**src/rtl/fabric_config_loader.sv**
```systemverilog
// Streams a configuration frame into fabric storage, one registered write per data word,
// and enables the fabric only when the trailing XOR checksum matches the accumulated frame.
module fabric_config_loader #(
   parameter int unsigned NUM_WORDS = 33,
   parameter int unsigned ADDR_W    = 6,
   parameter int unsigned DATA_W    = 32
) (
   input  logic              clock,
   input  logic              reset_n,
   input  logic              start,
   input  logic [DATA_W-1:0] in_data,
   input  logic              in_valid,
   output logic              in_ready,
   output logic [ADDR_W-1:0] cfg_addr,
   output logic [DATA_W-1:0] cfg_data,
   output logic              cfg_we,
   output logic              fabric_en,
   output logic              busy,
   output logic              done,
   output logic              error
);

   typedef enum logic [2:0] {
      StIdle,
      StLoad,
      StCheck,
      StDone,
      StError
   } state_e;

   localparam logic [ADDR_W-1:0] LastIdx = ADDR_W'(NUM_WORDS - 1);

   state_e              state_q, state_d;
   logic [ADDR_W-1:0]   cnt_q, cnt_d;
   logic [DATA_W-1:0]   acc_q, acc_d;
   logic [ADDR_W-1:0]   cfg_addr_q, cfg_addr_d;
   logic [DATA_W-1:0]   cfg_data_q, cfg_data_d;
   logic                cfg_we_q, cfg_we_d;
   logic                fabric_en_q, fabric_en_d;
   logic                done_q, done_d;
   logic                error_q, error_d;
   logic                accept;

   assign in_ready  = (state_q == StLoad) || (state_q == StCheck);
   assign busy      = in_ready;
   assign accept    = in_valid && in_ready;
   assign cfg_addr  = cfg_addr_q;
   assign cfg_data  = cfg_data_q;
   assign cfg_we    = cfg_we_q;
   assign fabric_en = fabric_en_q;
   assign done      = done_q;
   assign error     = error_q;

   always_comb begin
      state_d     = state_q;
      cnt_d       = cnt_q;
      acc_d       = acc_q;
      cfg_addr_d  = cfg_addr_q;
      cfg_data_d  = cfg_data_q;
      cfg_we_d    = 1'b0;
      fabric_en_d = fabric_en_q;
      done_d      = done_q;
      error_d     = error_q;

      unique case (state_q)
         StIdle, StDone, StError: begin
            if (start) begin
               state_d     = StLoad;
               cnt_d       = '0;
               acc_d       = '0;
               done_d      = 1'b0;
               error_d     = 1'b0;
               fabric_en_d = 1'b0;
            end
         end
         StLoad: begin
            if (accept) begin
               acc_d      = acc_q ^ in_data;
               cfg_we_d   = 1'b1;
               cfg_addr_d = cnt_q;
               cfg_data_d = in_data;
               // Counter parks on the last index so it never points past the frame.
               if (cnt_q == LastIdx) begin
                  state_d = StCheck;
               end else begin
                  cnt_d = cnt_q + 1'b1;
               end
            end
         end
         StCheck: begin
            if (accept) begin
               if (in_data == acc_q) begin
                  state_d     = StDone;
                  done_d      = 1'b1;
                  fabric_en_d = 1'b1;
               end else begin
                  state_d     = StError;
                  error_d     = 1'b1;
                  fabric_en_d = 1'b0;
               end
            end
         end
         default: begin
            state_d = StIdle;
         end
      endcase
   end

   always_ff @(posedge clock) begin
      if (!reset_n) begin
         state_q     <= StIdle;
         cnt_q       <= '0;
         acc_q       <= '0;
         cfg_addr_q  <= '0;
         cfg_data_q  <= '0;
         cfg_we_q    <= 1'b0;
         fabric_en_q <= 1'b0;
         done_q      <= 1'b0;
         error_q     <= 1'b0;
      end else begin
         state_q     <= state_d;
         cnt_q       <= cnt_d;
         acc_q       <= acc_d;
         cfg_addr_q  <= cfg_addr_d;
         cfg_data_q  <= cfg_data_d;
         cfg_we_q    <= cfg_we_d;
         fabric_en_q <= fabric_en_d;
         done_q      <= done_d;
         error_q     <= error_d;
      end
   end

endmodule

```
**config.mk**
```make
export PLATFORM = sky130hd
export DESIGN_NAME = fabric_config_loader
export DESIGN_NICKNAME = d
export VERILOG_FILES = /design/src/rtl/fabric_config_loader.sv
export SDC_FILE = /design/constraint.sdc
export NUM_CORES = 1
export LEC_CHECK = 0
export ABC_AREA = 1
export BUFFER_PORTS_ARGS = -buffer_cell sky130_fd_sc_hd__buf_2
export CAP_MARGIN = 40
export CELL_PAD_IN_SITES_DETAIL_PLACEMENT = 1
export CELL_PAD_IN_SITES_GLOBAL_PLACEMENT = 1
export CORE_MARGIN = 2
export CORE_UTILIZATION = 43
export CTS_BUF_LIST = sky130_fd_sc_hd__clkbuf_4
export DETAILED_ROUTE_END_ITERATION = 16
export GPL_ROUTABILITY_DRIVEN = 0
export PLACE_DENSITY = 0.83
export SLEW_MARGIN = 25
export SYNTH_ARGS = -nofsm -noshare
export SYNTH_HDL_FRONTEND = slang
export SYNTH_SLANG_ARGS = --single-unit
```
**constraint.sdc**
```tcl
create_clock -name clock -period 3.4 [get_ports clock]
set_input_delay 0.17 -clock clock [delete_from_list [all_inputs] [get_ports clock]]
set_output_delay 0.17 -clock clock [all_outputs]
set_load 0.1 [all_outputs]
```
Word level (Yosys, flattened, before mapping)
Index checks and enable logic that the tools add are counted.

Flip-flop bits (word level): 83. Input bits: 36. Output and inout bits: 44. Logic and storage cells: 62.

$add $sub $neg: 1. Equality and inequality tests: 13. Mux-type cells: 24. Bitwise logic cells: 1. Reductions and logical operators: 14.

Operator list (number): 32-bit 2-to-1 mux (2); 32-bit one-hot mux with 2 select lines (1); 32-bit equality test (1); 32-bit XOR (1); 6-bit 2-to-1 mux (3); 4-bit AND reduction (4); 3-bit 2-to-1 mux (5); 6-bit one-hot mux with 2 select lines (1); 2-bit inequality test (second input constant) (5); 3-bit one-hot mux with 3 select lines (1); 1-bit 2-to-1 mux (8); 6-bit by 1-bit adder with 6-bit output (second input constant) (1); 3-bit by 2-bit equality test with 1-bit output (second input constant) (2); 6-bit equality test (second input constant) (1); 1-bit one-hot mux with 2 select lines (3); 3-bit AND reduction (2); 2-bit by 1-bit inequality test with 1-bit output (second input constant) (2); 2-bit AND reduction (2); 2-bit nonzero test (2); 3-bit by 1-bit equality test with 1-bit output (second input constant) (1); 3-bit equality test (second input constant) (1); 3-bit logical NOT (1); 3-bit OR reduction (1); 1-bit logical AND (1); 1-bit logical OR (1).

Logic depth before layout (Yosys ltp)
Gate-level depths: netlist of run 1.

Depth in word-level cells: 5. Depth in mapped cells: 12.

Worst setup path before layout of run 1
No wires, ideal clock.

Kind: reg2out. From: reg state_q[2]. To: out in_ready. Arrival time: 1.561 ns. Required time: 3.230 ns. Setup slack: 1.669 ns. Cell stages (with the launch flop): 4. Path buffers: 1. Cell sequence: dfxtp_1 nor3_1 or2_2 buf_4.

Longest elaborated chain between the ends: 2.

Ends and longest elaborated chain: start, declared (RTL line 33) `state_e state_q, state_d;`; start signal, assigned (RTL line 111) `state_q <= StIdle;`; start signal, assigned (RTL line 121) `state_q <= state_d;`; 3-bit by 1-bit equality test with 1-bit output / 3-bit by 2-bit equality test with 1-bit output (equally long branches) (RTL line 44) `assign in_ready = (state_q == StLoad) || (state_q == StCheck);`; 1-bit logical OR * (RTL line 44); end, declared (RTL line 13) `output logic in_ready,`.

Mark *: on every way between the ends. The rest lies on a longest branch, timed or not.

Worst setup path in the final report of run 1
From: reg state_q[1]. To: reg acc_q[15].

Longest elaborated chain between the ends: 5.

Ends and longest elaborated chain: 3-bit by 1-bit equality test with 1-bit output / 3-bit by 2-bit equality test with 1-bit output (equally long branches) (RTL line 44, 65); 1-bit logical OR (RTL line 44); 1-bit logical AND (RTL line 46) `assign accept = in_valid && in_ready;`; 2-bit inequality test (no source line); 3-bit AND reduction (no source line); end signal, assigned (RTL line 113) `acc_q <= '0;`; end signal, assigned (RTL line 123) `acc_q <= acc_d;`; end, declared (RTL line 35) `logic [DATA_W-1:0] acc_q, acc_d;`.

Parallel ways exist; a longest one is shown, timed or not. A chain may end at the register's enable or synchronous reset.

==> metrics.txt, run 1 <==
Critical Path RT=3780 ps; H-tree lvl count=3; critical path fanouts, max=between 50 and 60; Starting Density=43.9%; Post-Layout Cell Count=~730; Slew Limit Fails=0; synth top area cells=dfxtp_1, nand2_1, a21oi_1, nor2_1, inv_1; placed insts=690; number of CTS-inserted buffers=9; Period minus WS final=2220 ps; Setup crit end kind=register; Boundary Pins=80; total grt overflow=0; number of gates resized after cts=0; worst skew pair latency=about 450 ps; cell taking the most area after synthesis=dfxtp_1; netlist area before placement=0.00377 sq mm; core area=between 0.008 and 0.009 sq mm; Synth top area share=44.1%; count of different cell masters after synthesis=30; Synth warnings=0; number of fill cells in the layout=1137; DIE WIDTH=97.6 um; Max-slew headroom=62.3%; layout net count=654; Synth Flop Type=dfxtp_1; Int Pwr=2.17 mW; sequential-to-total area share from yosys stat=44.1%; fmax=450 MHz; status=finished, final reports clean; RSZ-0062 raised after global routing=false; layout cells sized above 1=18.5%; number of synthesized flops with an enable pin=0; part of the power in combinational logic=54.0%; Port Buf Inserts=79; initial antenna violation count=0; Setup violations, final=0; wire per inst=between 10 and 15 um; WS Path Type=reg -> reg; first-pass GRT wire length=17800 um; Clk Tree Root Cell=clkbuf_4; fraction of registers with async set/reset=0%; Syn Nets=565; crit start category=register; post-route cell area=0.00458 sq mm; net switching power=2.51 mW; CTS clk-pin slew, worst paths=130 ps; DRC Markers=0; detailed router's first-iteration violation count=113; Clock Power Share=13.9%; Fin. Hold Viols=0; post-synthesis register bit count=83; DRT Pass-1 Iters=4; die area=between 0.009 and 0.01 sq mm; Mapped Avg Cell Area=about 7.2 sq um; final setup margin=1180 ps; drt total wl=between 10000 and 15000 um; setup TNS=0 ps; Final Util=a little over half; vias=3645; overall routing resource usage=~23%; # rows=34; Post-DRT Antenna Nets=0; Seq. cell area=0.00166 sq mm; WP data arrival=2610 ps; CTS sink cnt=83; pin count of the biggest net entering global routing=67; dpl hpwl=6940 um; PD cells=~1000 mW/mm^2; area of the multi-input gates=0.00172 sq mm; clock skew=8.89 ps; Area growth, synth to finish=21.4%; post-CTS setup buffers=0; area post-placement=0.00418 sq mm; vias in the first global route=between 3000 and 4000; Post-synth top cells=nand2_1, dfxtp_1, nor2_1, a21oi_1, inv_1; top-count cell post-synth=nand2_1; diode count=0; max_cap viols=0; vias per cell=roughly 5.0; pre-CTS WS=1180 ps; CTS tree=done; Lkg Pwr=2.28 nW; share of power burned in registers=32.1%; worst min path class=in -> reg; period utilization=between 60 and 70%; Die Y=97.6 um; clk buf depth=2; synthesized instance count=527; Slew @ Worst Pin=566 ps; peak supply drop=611 uV; Net Sw Frac=between 50% and 60%
==> routing by layer <==
| layer | global-route usage [%] | wire (um) | vias to the layer above |
|---|---|---|---|
| li1 | - | - | 1856 |
| met1 | 27.7 | 4650 | 1723 |
| met2 | 40.3 | 5270 | 54 |
| met3 | 3.88 | 307 | 12 |
| met4 | 7.80 | 154 | 0 |
| met5 | 0 | 0 | - |
==> flip-flops by register name, summed over array words and instances (netlist names) <==
signal,cells
acc_q,32
cfg_addr,6
cfg_we,1
cnt_q,6
fabric_en,1
cfg_data,32
state_q,3
error,1
done,1
==> worst max-delay path, cell delays in order, from the launching register on <==
cell	delay (ps)
dfxtp_1	380
inv_2	70
nand2_4	90
nor2_8	50
inv_4	310
nor2_8	40
inv_2	180
nand2_2	90
nand2_4	410
inv_2	220
o21ai_1	150
o211a_1	170
==> final cells by class <==
cell class / count / area share, %
clock inverter: 6 / 1.75
inverter: 65 / 5.44
clock buffer: 10 / 1.64
tap: 108 / 2.95
timing repair buffer: 104 / 14.2
multi-input combinational: 353 / 37.7
sequential: 83 / 36.3
==> cell families (layout without fill, tap and decap cells) <==
kind of cell    count (synthesis)  count (layout)  synth area share, %
xor+xnor                       11              11                 2.56
fa+ha+maj                       2               2                0.664
buf+inv                        91             185                 10.2
compound gates                145             145                 20.4
simple gates                  195             195                 22.1
flops                          83              83                 44.1
==> stage by stage <==
stage | hold WS, ps | power [mW]
global route | 19.0 | 5.01
finish | 15.8 | 4.68
CTS | 0.601 | 4.70
global placement | 439 | 3.90
floorplan | 305 | 3.63
detailed placement | 450 | 4.01
==> repair_timing <==
item	in CTS	in global routing
hold buffers	22	0
hold endpoints to repair	22	0
setup endpoints to repair	0	0
==> power groups by stage <==
stage / clock [mW] / combinational [mW] / sequential (mW)
6_report: 0.649 / 2.53 / 1.50
5_1_grt: 0.705 / 2.76 / 1.55
4_1_cts: 0.662 / 2.53 / 1.50
3_5_place_dp: 0 / 2.49 / 1.52
3_3_place_gp: 0 / 2.40 / 1.50
2_1_floorplan: 0 / 1.35 / 2.28
==> final timing paths <==
path               start            to  slack (ps)  depth (start not counted)
max reg2reg   state_q[1]     acc_q[15]        1180                         11
min reg2reg         done          done         470                          2
min          in_data[22]  cfg_data[22]          20                          3
max           state_q[1]     acc_q[15]        1180                         11
==> placed cells by master, fill, tap and decap left out, drive strengths merged, types with 3 or more instances in the layout <==
| master | synthesis | final |
|---|---|---|
| nand2 | 119 | 119 |
| dfxtp | 83 | 83 |
| buf | 12 | 82 |
| o21ai | 74 | 74 |
| nor2 | 67 | 67 |
| inv | 65 | 65 |
| a21oi | 62 | 62 |
| dlygate4sd3 | 0 | 22 |
| clkbuf | 14 | 10 |
| xnor2 | 7 | 7 |
| o211a | 7 | 7 |
| nand3 | 5 | 5 |
| xor2 | 4 | 4 |
| clkinv | 0 | 3 |
No activity file was read; power rests on OpenSTA's default activity.
==> run 2, diff against run 1 <==
--- a/config.mk
+++ b/config.mk
@@ -5,17 +5,17 @@
 export SDC_FILE = /design/constraint.sdc
 export NUM_CORES = 1
 export LEC_CHECK = 0
-export ABC_AREA = 1
+export ABC_AREA = 0
 export BUFFER_PORTS_ARGS = -buffer_cell sky130_fd_sc_hd__buf_2
 export CAP_MARGIN = 40
 export CELL_PAD_IN_SITES_DETAIL_PLACEMENT = 1
 export CELL_PAD_IN_SITES_GLOBAL_PLACEMENT = 1
 export CORE_MARGIN = 2
-export CORE_UTILIZATION = 43
+export CORE_UTILIZATION = 42
 export CTS_BUF_LIST = sky130_fd_sc_hd__clkbuf_4
 export DETAILED_ROUTE_END_ITERATION = 16
 export GPL_ROUTABILITY_DRIVEN = 0
-export PLACE_DENSITY = 0.83
+export PLACE_DENSITY = 0.78
 export SLEW_MARGIN = 25
 export SYNTH_ARGS = -nofsm -noshare
 export SYNTH_HDL_FRONTEND = slang
==> constraint.sdc (replaced) <==
create_clock -name clock -period 2.13 [get_ports clock]
set_input_delay 0.1065 -clock clock [delete_from_list [all_inputs] [get_ports clock]]
set_output_delay 0.1065 -clock clock [all_outputs]
set_load 0.1 [all_outputs]
==> run 2 against run 1 <==
Against the previous run: via count increased by 5.0%; critical path depth decreased by 4; clock power increased by 63%; design area increased by 11%; worst setup slack got worse by 1100 ps; clock-buffer cell count increased by 1; global-route usage increased by 1.7 points; synthesized cell count decreased by 8.3%; non-clock buffer count increased by 18; first-iteration DRC count decreased by 5.3%; critical endpoint is now state_q[0]; largest cell class unchanged; highest routed layer unchanged.
==> metrics.txt, run 2 <==
Compound-Gate Fraction of Synth Area=23.3% (was 20.4%); critical path depth=7 (was 11); Slew Limit Fails=0 (unchanged); period utilization=94.6%; fraction of registers with async set/reset=0% (unchanged); Port Buf Inserts=79 (unchanged); Synth warnings=0 (unchanged); worst path bufs/invs=2 (was 4); Area growth, synth to finish=26.5% (was 21.4%); cell taking the most area after synthesis=dfxtp_1 (unchanged); pin count of the biggest net entering global routing=55 (was 67); layout cells sized above 1=20.5% (was 18.5%); worst skew pair latency=440 ps (was 450 ps); Max-slew headroom=58.2% (was 62.3%); fmax=around 500 MHz; largest family of logic cells by synthesized area=simple AND/OR/NAND/NOR gates (unchanged); Post-Synth XOR/XNOR Area=1.75% (was 2.56%); met3 routed WL=435 um (was 307 um); Slew @ Worst Pin=627 ps (was 566 ps); CTS sink cnt=83 (unchanged); critical path's slowest cell=or4_4 (was nand2_4); Post-Layout Cell Count=719 (was 729); number of synthesized flops with an enable pin=0 (unchanged); hold path cells=3 (unchanged); top-count cell post-synth=nand2_1 (unchanged); area of the multi-input gates=0.00218 sq mm (was 0.00172 sq mm); synth top area cells=dfxtp_1, nor2b_1, nand2_1, a21boi_0, a22oi_1 (was dfxtp_1, nand2_1, a21oi_1, nor2_1, inv_1); vias=3829 (was 3645); crit start category=primary input (was register); Starting Density=43.3% (was 43.9%); max_cap viols=0 (unchanged); CTS tree=done (unchanged); placed insts=671 (was 690); Setup violations, final=0 (unchanged); DRT Pass-1 Iters=4 (unchanged); Synth top area share=41.5% (was 44.1%); overall routing resource usage=24.4% (was 22.7%); Critical Path RT=2480 ps (was 3780 ps); RSZ-0062 raised after global routing=false (unchanged); top routing layer in use=met4 (unchanged); sequential-to-total area share from yosys stat=41.5% (was 44.1%); share of power burned in registers=46.6% (was 32.1%); clk buf depth=2 (unchanged); part of the power in combinational logic=23.8% (was 54.0%); total grt overflow=0 (unchanged); Post-Synth Adder-Cell Area=0.625% (was 0.664%); # rows=35 (was 34); Clk Tree Root Cell=clkbuf_4 (unchanged); most frequent cells in the layout=nand2_1, dfxtp_1, nor2b_1, buf_2, a21boi_0 (was nand2_1, dfxtp_1, buf_2); Final Power=3.57 mW (was 4.68 mW); Die Y=102 um (was 97.6 um); die area=0.0103 sq mm (was 0.00953 sq mm); drt total wl=12000 um (was 10400 um); Syn Nets=521 (was 565); dpl hpwl=8020 um (was 6940 um); synthesized instance count=483 (was 527); detailed router's first-iteration violation count=107 (was 113); H-tree lvl count=3 (unchanged); netlist area before placement=0.00400 sq mm (was 0.00377 sq mm); CTS clk-pin slew, worst paths=140 ps (was 130 ps); Int Pwr=2.39 mW (was 2.17 mW); Post-Route M1 WL=5190 um (was 4650 um); layout net count=623 (was 654); DRC Markers=0 (unchanged); Post-DRT Antenna Nets=0 (unchanged); Setup crit end kind=register (unchanged); Post-Synth Simple-Gate Area=28.1% (was 22.1%); Lkg Pwr=1.96 nW (was 2.28 nW); critical path's largest stage delay=550 ps (was 410 ps); Synth Flop Type=dfxtp_1 (unchanged); clock skew=20.2 ps (was 8.89 ps); post-CTS setup buffers=0 (unchanged); mux share of post-synthesis cell area=0.250% (was 0%); wire per inst=16.6 um (was 14.2 um); Post-synth top cells=nand2_1, dfxtp_1, nor2b_1, a21boi_0, a22oi_1 (was nand2_1, dfxtp_1, nor2_1, a21oi_1, inv_1); Boundary Pins=80 (unchanged); most common cell after layout, fill and taps aside=nand2_1 (unchanged); WP data arrival=2370 ps (was 2610 ps); critical path fanouts, max=4 (was 51); post-synthesis register bit count=83 (unchanged); reg2reg path depth=5 (was 11); vias per cell=5.33 (was 5.00); CP delay by family, top=simple AND/OR/NAND/NOR gates (was buffers and inverters); Cell Chain, Critical Path=dlygate4sd3_1 > buf_2 > nor2b_1 > a2111oi_1 > nand4_1 > or4_4 > o21ai_1 (was inv_2 > nand2_4 > nor2_8 > inv_4 > nor2_8 > inv_2 > nand2_2 > nand2_4 > inv_2 > o21ai_1 > o211a_1); number of fill cells in the layout=1114 (was 1137); metal2 WL=6110 um (was 5270 um); peak supply drop=390 uV (was 611 uV); WS Path Type=in -> reg (was reg -> reg); setup TNS=0 ps (unchanged); first-pass GRT wire length=19700 um (was 17800 um); core area=0.00924 sq mm (was 0.00859 sq mm); worst min path class=in -> reg (unchanged); Mapped Avg Cell Area=8.28 sq um (was 7.15 sq um); Net Sw Frac=33.1% (was 53.6%); initial antenna violation count=0 (unchanged); DIE WIDTH=102 um (was 97.6 um); Fin. Hold Viols=0 (unchanged); PD cells=705 mW/mm^2 (was 1020 mW/mm^2); net switching power=1.18 mW (was 2.51 mW); number of CTS-inserted buffers=9 (unchanged); status=finished, final reports clean (unchanged); count of different cell masters after synthesis=44 (was 30); vias in the first global route=4087 (was 3820); Seq. cell area=0.00166 sq mm (about the same); Clock Power Share=29.6% (was 13.9%); diode count=0 (unchanged); Period minus WS final=2020 ps
## run 2: power groups by stage
stage / Combinational, mW / Clock (mW) / Sequential [mW]
global route: 0.915 / 1.14 / 1.67
global placement: 0.779 / 0 / 1.69
floorplan: 0.365 / 0 / 1.89
CTS: 0.847 / 1.07 / 1.66
detailed placement: 0.798 / 0 / 1.70
finish: 0.849 / 1.06 / 1.66
## run 2: cell type report
class / count / area share [%]
timing repair buffer: 122 / 16.9
tap: 129 / 3.19
clock buffer: 11 / 1.63
inverter: 12 / 0.890
clock inverter: 5 / 1.53
sequential: 83 / 32.9
multi-input combinational: 357 / 43.0
## run 2: worst paths after layout
path                      from            to  slack, ps
setup / recovery   in_data[29]    state_q[0]        110
setup reg to reg     acc_q[29]    state_q[0]        160
hold reg to reg   cfg_data[11]  cfg_data[11]        470
hold / removal           start    state_q[2]        100
## run 2: stage by stage
stage          hold WS [ps]  setup WS [ps]  utilization, %  cell area [sq um]
3_5_place_dp            399            194            49.6               4580
6_report               99.0            115            54.8               5060
2_1_floorplan           251            225               -               4000
3_3_place_gp            389            270            49.6               4580
4_1_cts                75.2           91.8            54.8               5060
5_1_grt                85.8           69.3            54.8               5060
## run 2: tightest hold or removal path: stages
cell and delay, ps:
buf_2 160, or3_1 150, o22ai_1 80
## run 2: routing by layer
metal | vias up | track usage [%]
met5 | - | 0
met4 | 0 | 9.56
met3 | 21 | 4.28
met2 | 79 | 43.2
met1 | 1875 | 29.2
li1 | 1854 | -
## run 2: cell families (layout without fill, tap and decap cells)
family,Yosys count,after routing
buf+inv,43,150
compound gates,132,132
xor+xnor,8,8
simple gates,214,214
fa+ha+maj,2,2
mux,1,1
flops,83,83
## run 2: what timing repair did
action,CTS,global route
hold buffers,32,0
hold endpoints to repair,32,0
setup endpoints to repair,0,2
gates resized for setup,0,2
==> run 3, diff against run 2 <==
==> constraint.sdc (replaced) <==
create_clock -name clock -period 2.13 [get_ports clock]
set_input_delay 0.1065 -clock clock [delete_from_list [all_inputs] [get_ports clock]]
set_output_delay 0.1065 -clock clock [all_outputs]
set_load 0.02 [all_outputs]
==> run 3 against run 2 <==
Against the previous run: clock skew is 4.5 ps higher; register-to-register slack improved by 30 ps; global-route usage fell by 0.79 points; sequential cell count stayed put; maximum frequency increased by 0.80%; sequential power about the same; worst setup slack better by 16 ps; first-iteration DRC count is 15% lower; critical path type unchanged; largest power group unchanged; highest routed layer unchanged.
==> metrics.txt, run 3 (synthesized netlist as in run 2, its figures left out) <==
vias in the first global route=3923 (was 4087); Worst Setup SP=in_data[28] (was in_data[29]); Post-DRT Antenna Nets=0 (unchanged); Setup violations, final=0 (unchanged); status=finished, final reports clean (unchanged); WS Path Type=in -> reg (unchanged); most frequent cells in the layout=nand2_1, dfxtp_1, buf_2 (was nand2_1, dfxtp_1, nor2b_1, buf_2, a21boi_0); hold path cells=3 (unchanged); Starting Density=43.3% (unchanged); Setup crit end kind=register (unchanged); peak supply drop=368 uV (was 390 uV); # hold bufs at CTS=32 (unchanged); DIE WIDTH=102 um (unchanged); Final Power=3.35 mW (was 3.57 mW); number of gates resized after cts=0 (unchanged); number of CTS-inserted buffers=9 (unchanged); setup TNS=0 ps (unchanged); max_cap viols=0 (unchanged); reg2reg path depth=5 (unchanged); Hold Crit Start=start (unchanged); dpl hpwl=7980 um (was 8020 um); area post-placement=0.00455 sq mm (was 0.00458 sq mm); overall routing resource usage=23.6% (was 24.4%); clock skew=24.6 ps (was 20.2 ps); # rows=35 (unchanged); pre-CTS WS=237 ps (was 194 ps); Slew Limit Fails=0 (unchanged); fmax=500 MHz (was 496 MHz); Post-Layout Cell Count=719 (unchanged); PD cells=664 mW/mm^2 (was 705 mW/mm^2); total grt overflow=0 (unchanged); CTS tree=done (unchanged); layout cells sized above 1=19.7% (was 20.5%); Hold EP=state_q[2] (unchanged); worst r2r src=acc_q[28] (was acc_q[29]); period utilization=93.9% (was 94.6%); core area=0.00924 sq mm (unchanged); CTS sink cnt=83 (unchanged); drt total wl=11800 um (was 12000 um); post-CTS setup buffers=0 (unchanged); clk buf depth=2 (unchanged); detailed router's first-iteration violation count=91 (was 107); Critical Path RT=2470 ps (was 2480 ps); die area=0.0103 sq mm (unchanged); WP data arrival=2340 ps (was 2370 ps); Slew @ Worst Pin=630 ps (was 627 ps); worst skew pair latency=430 ps (was 440 ps); Period minus WS final=2000 ps (was 2020 ps); Port Buf Inserts=79 (unchanged); critical path fanouts, max=4 (unchanged); most common cell after layout, fill and taps aside=nand2_1 (unchanged); worst reg-to-reg setup slack=190 ps (was 160 ps); RR Endpoint=fabric_en (was state_q[0]); DRC Markers=0 (unchanged); Area growth, synth to finish=26.0% (was 26.5%); Boundary Pins=80 (unchanged); final setup margin=131 ps (was 115 ps); CTS clk-pin slew, worst paths=150 ps (was 140 ps); post-route cell area=0.00504 sq mm (was 0.00506 sq mm); Max-slew headroom=58.0% (was 58.2%); final hold slack=69.1 ps (was 99.0 ps); first-pass GRT wire length=19200 um (was 19700 um); vias=3833 (was 3829); pin count of the biggest net entering global routing=55 (unchanged); placed insts=670 (was 671); layout net count=622 (was 623); Clk Tree Root Cell=clkbuf_4 (unchanged); Final Util=54.5% (was 54.8%); Fin. Hold Viols=0 (unchanged); RSZ-0062 raised after global routing=false (unchanged); initial antenna violation count=1 (was 0); worst min path class=in -> reg (unchanged); crit start category=primary input (unchanged); wire per inst=16.4 um (was 16.6 um); DRT Pass-1 Iters=4 (unchanged); Lkg Pwr=1.96 nW (about the same); Die Y=102 um (unchanged); vias per cell=5.33 (about the same); H-tree lvl count=3 (unchanged)
[run 3: changes by cell type in the layout (fill, tap and decap cells not counted), moves of 2 or more]
cell      before  now
buf_2         77   79
buf_4          9    7
clkinv_2       2    0
clkinv_4       0    3
dfxtp_1       81   83
dfxtp_2        2    0
[run 3: metal layers]
| metal | share of wire [%] | global-route usage (%) | routed length [um] | up-vias |
|---|---|---|---|---|
| met2 | 50 | 42.0 | 5910 | 68 |
| met3 | 3.0 | 3.17 | 358 | 10 |
| met1 | 46 | 29.6 | 5430 | 1890 |
| met5 | 0 | 0 | 0 | - |
| met4 | 1.0 | 7.17 | 119 | 0 |
| li1 | - | - | - | 1865 |
[run 3: worst max-delay path: stages]
cell,delay [ps]
dlygate4sd3_1,540
buf_2,150
nor2b_1,150
a2111oi_1,460
nand4_1,210
or4_4,540
o22ai_1,180
[run 3: worst max-delay path by stage]
stage	end	slack [ps]	cells after the start
global placement	fabric_en	290	5
detailed placement	acc_q[24]	240	5
CTS	in_ready	150	3
floorplan	fabric_en	470	5
global route	fabric_en	4	7
finish	fabric_en	130	7
[run 3: power by group]
group	internal (mW)	switching [mW]	leakage, nW	total [mW]
registers	1.61	0.0494	0.673	1.66
logic	0.261	0.359	1.20	0.620
clock network	0.493	0.574	0.0882	1.07
[run 3: area by class of cell]
type,instances,area (sq um)
clock inverter,6,90.1
timing repair buffer,121,828
clock buffer,10,75.1
multi-input combinational,357,2180
antenna,1,2.50
tap,129,161
fill,1144,4200
sequential,83,1660
inverter,12,45.0
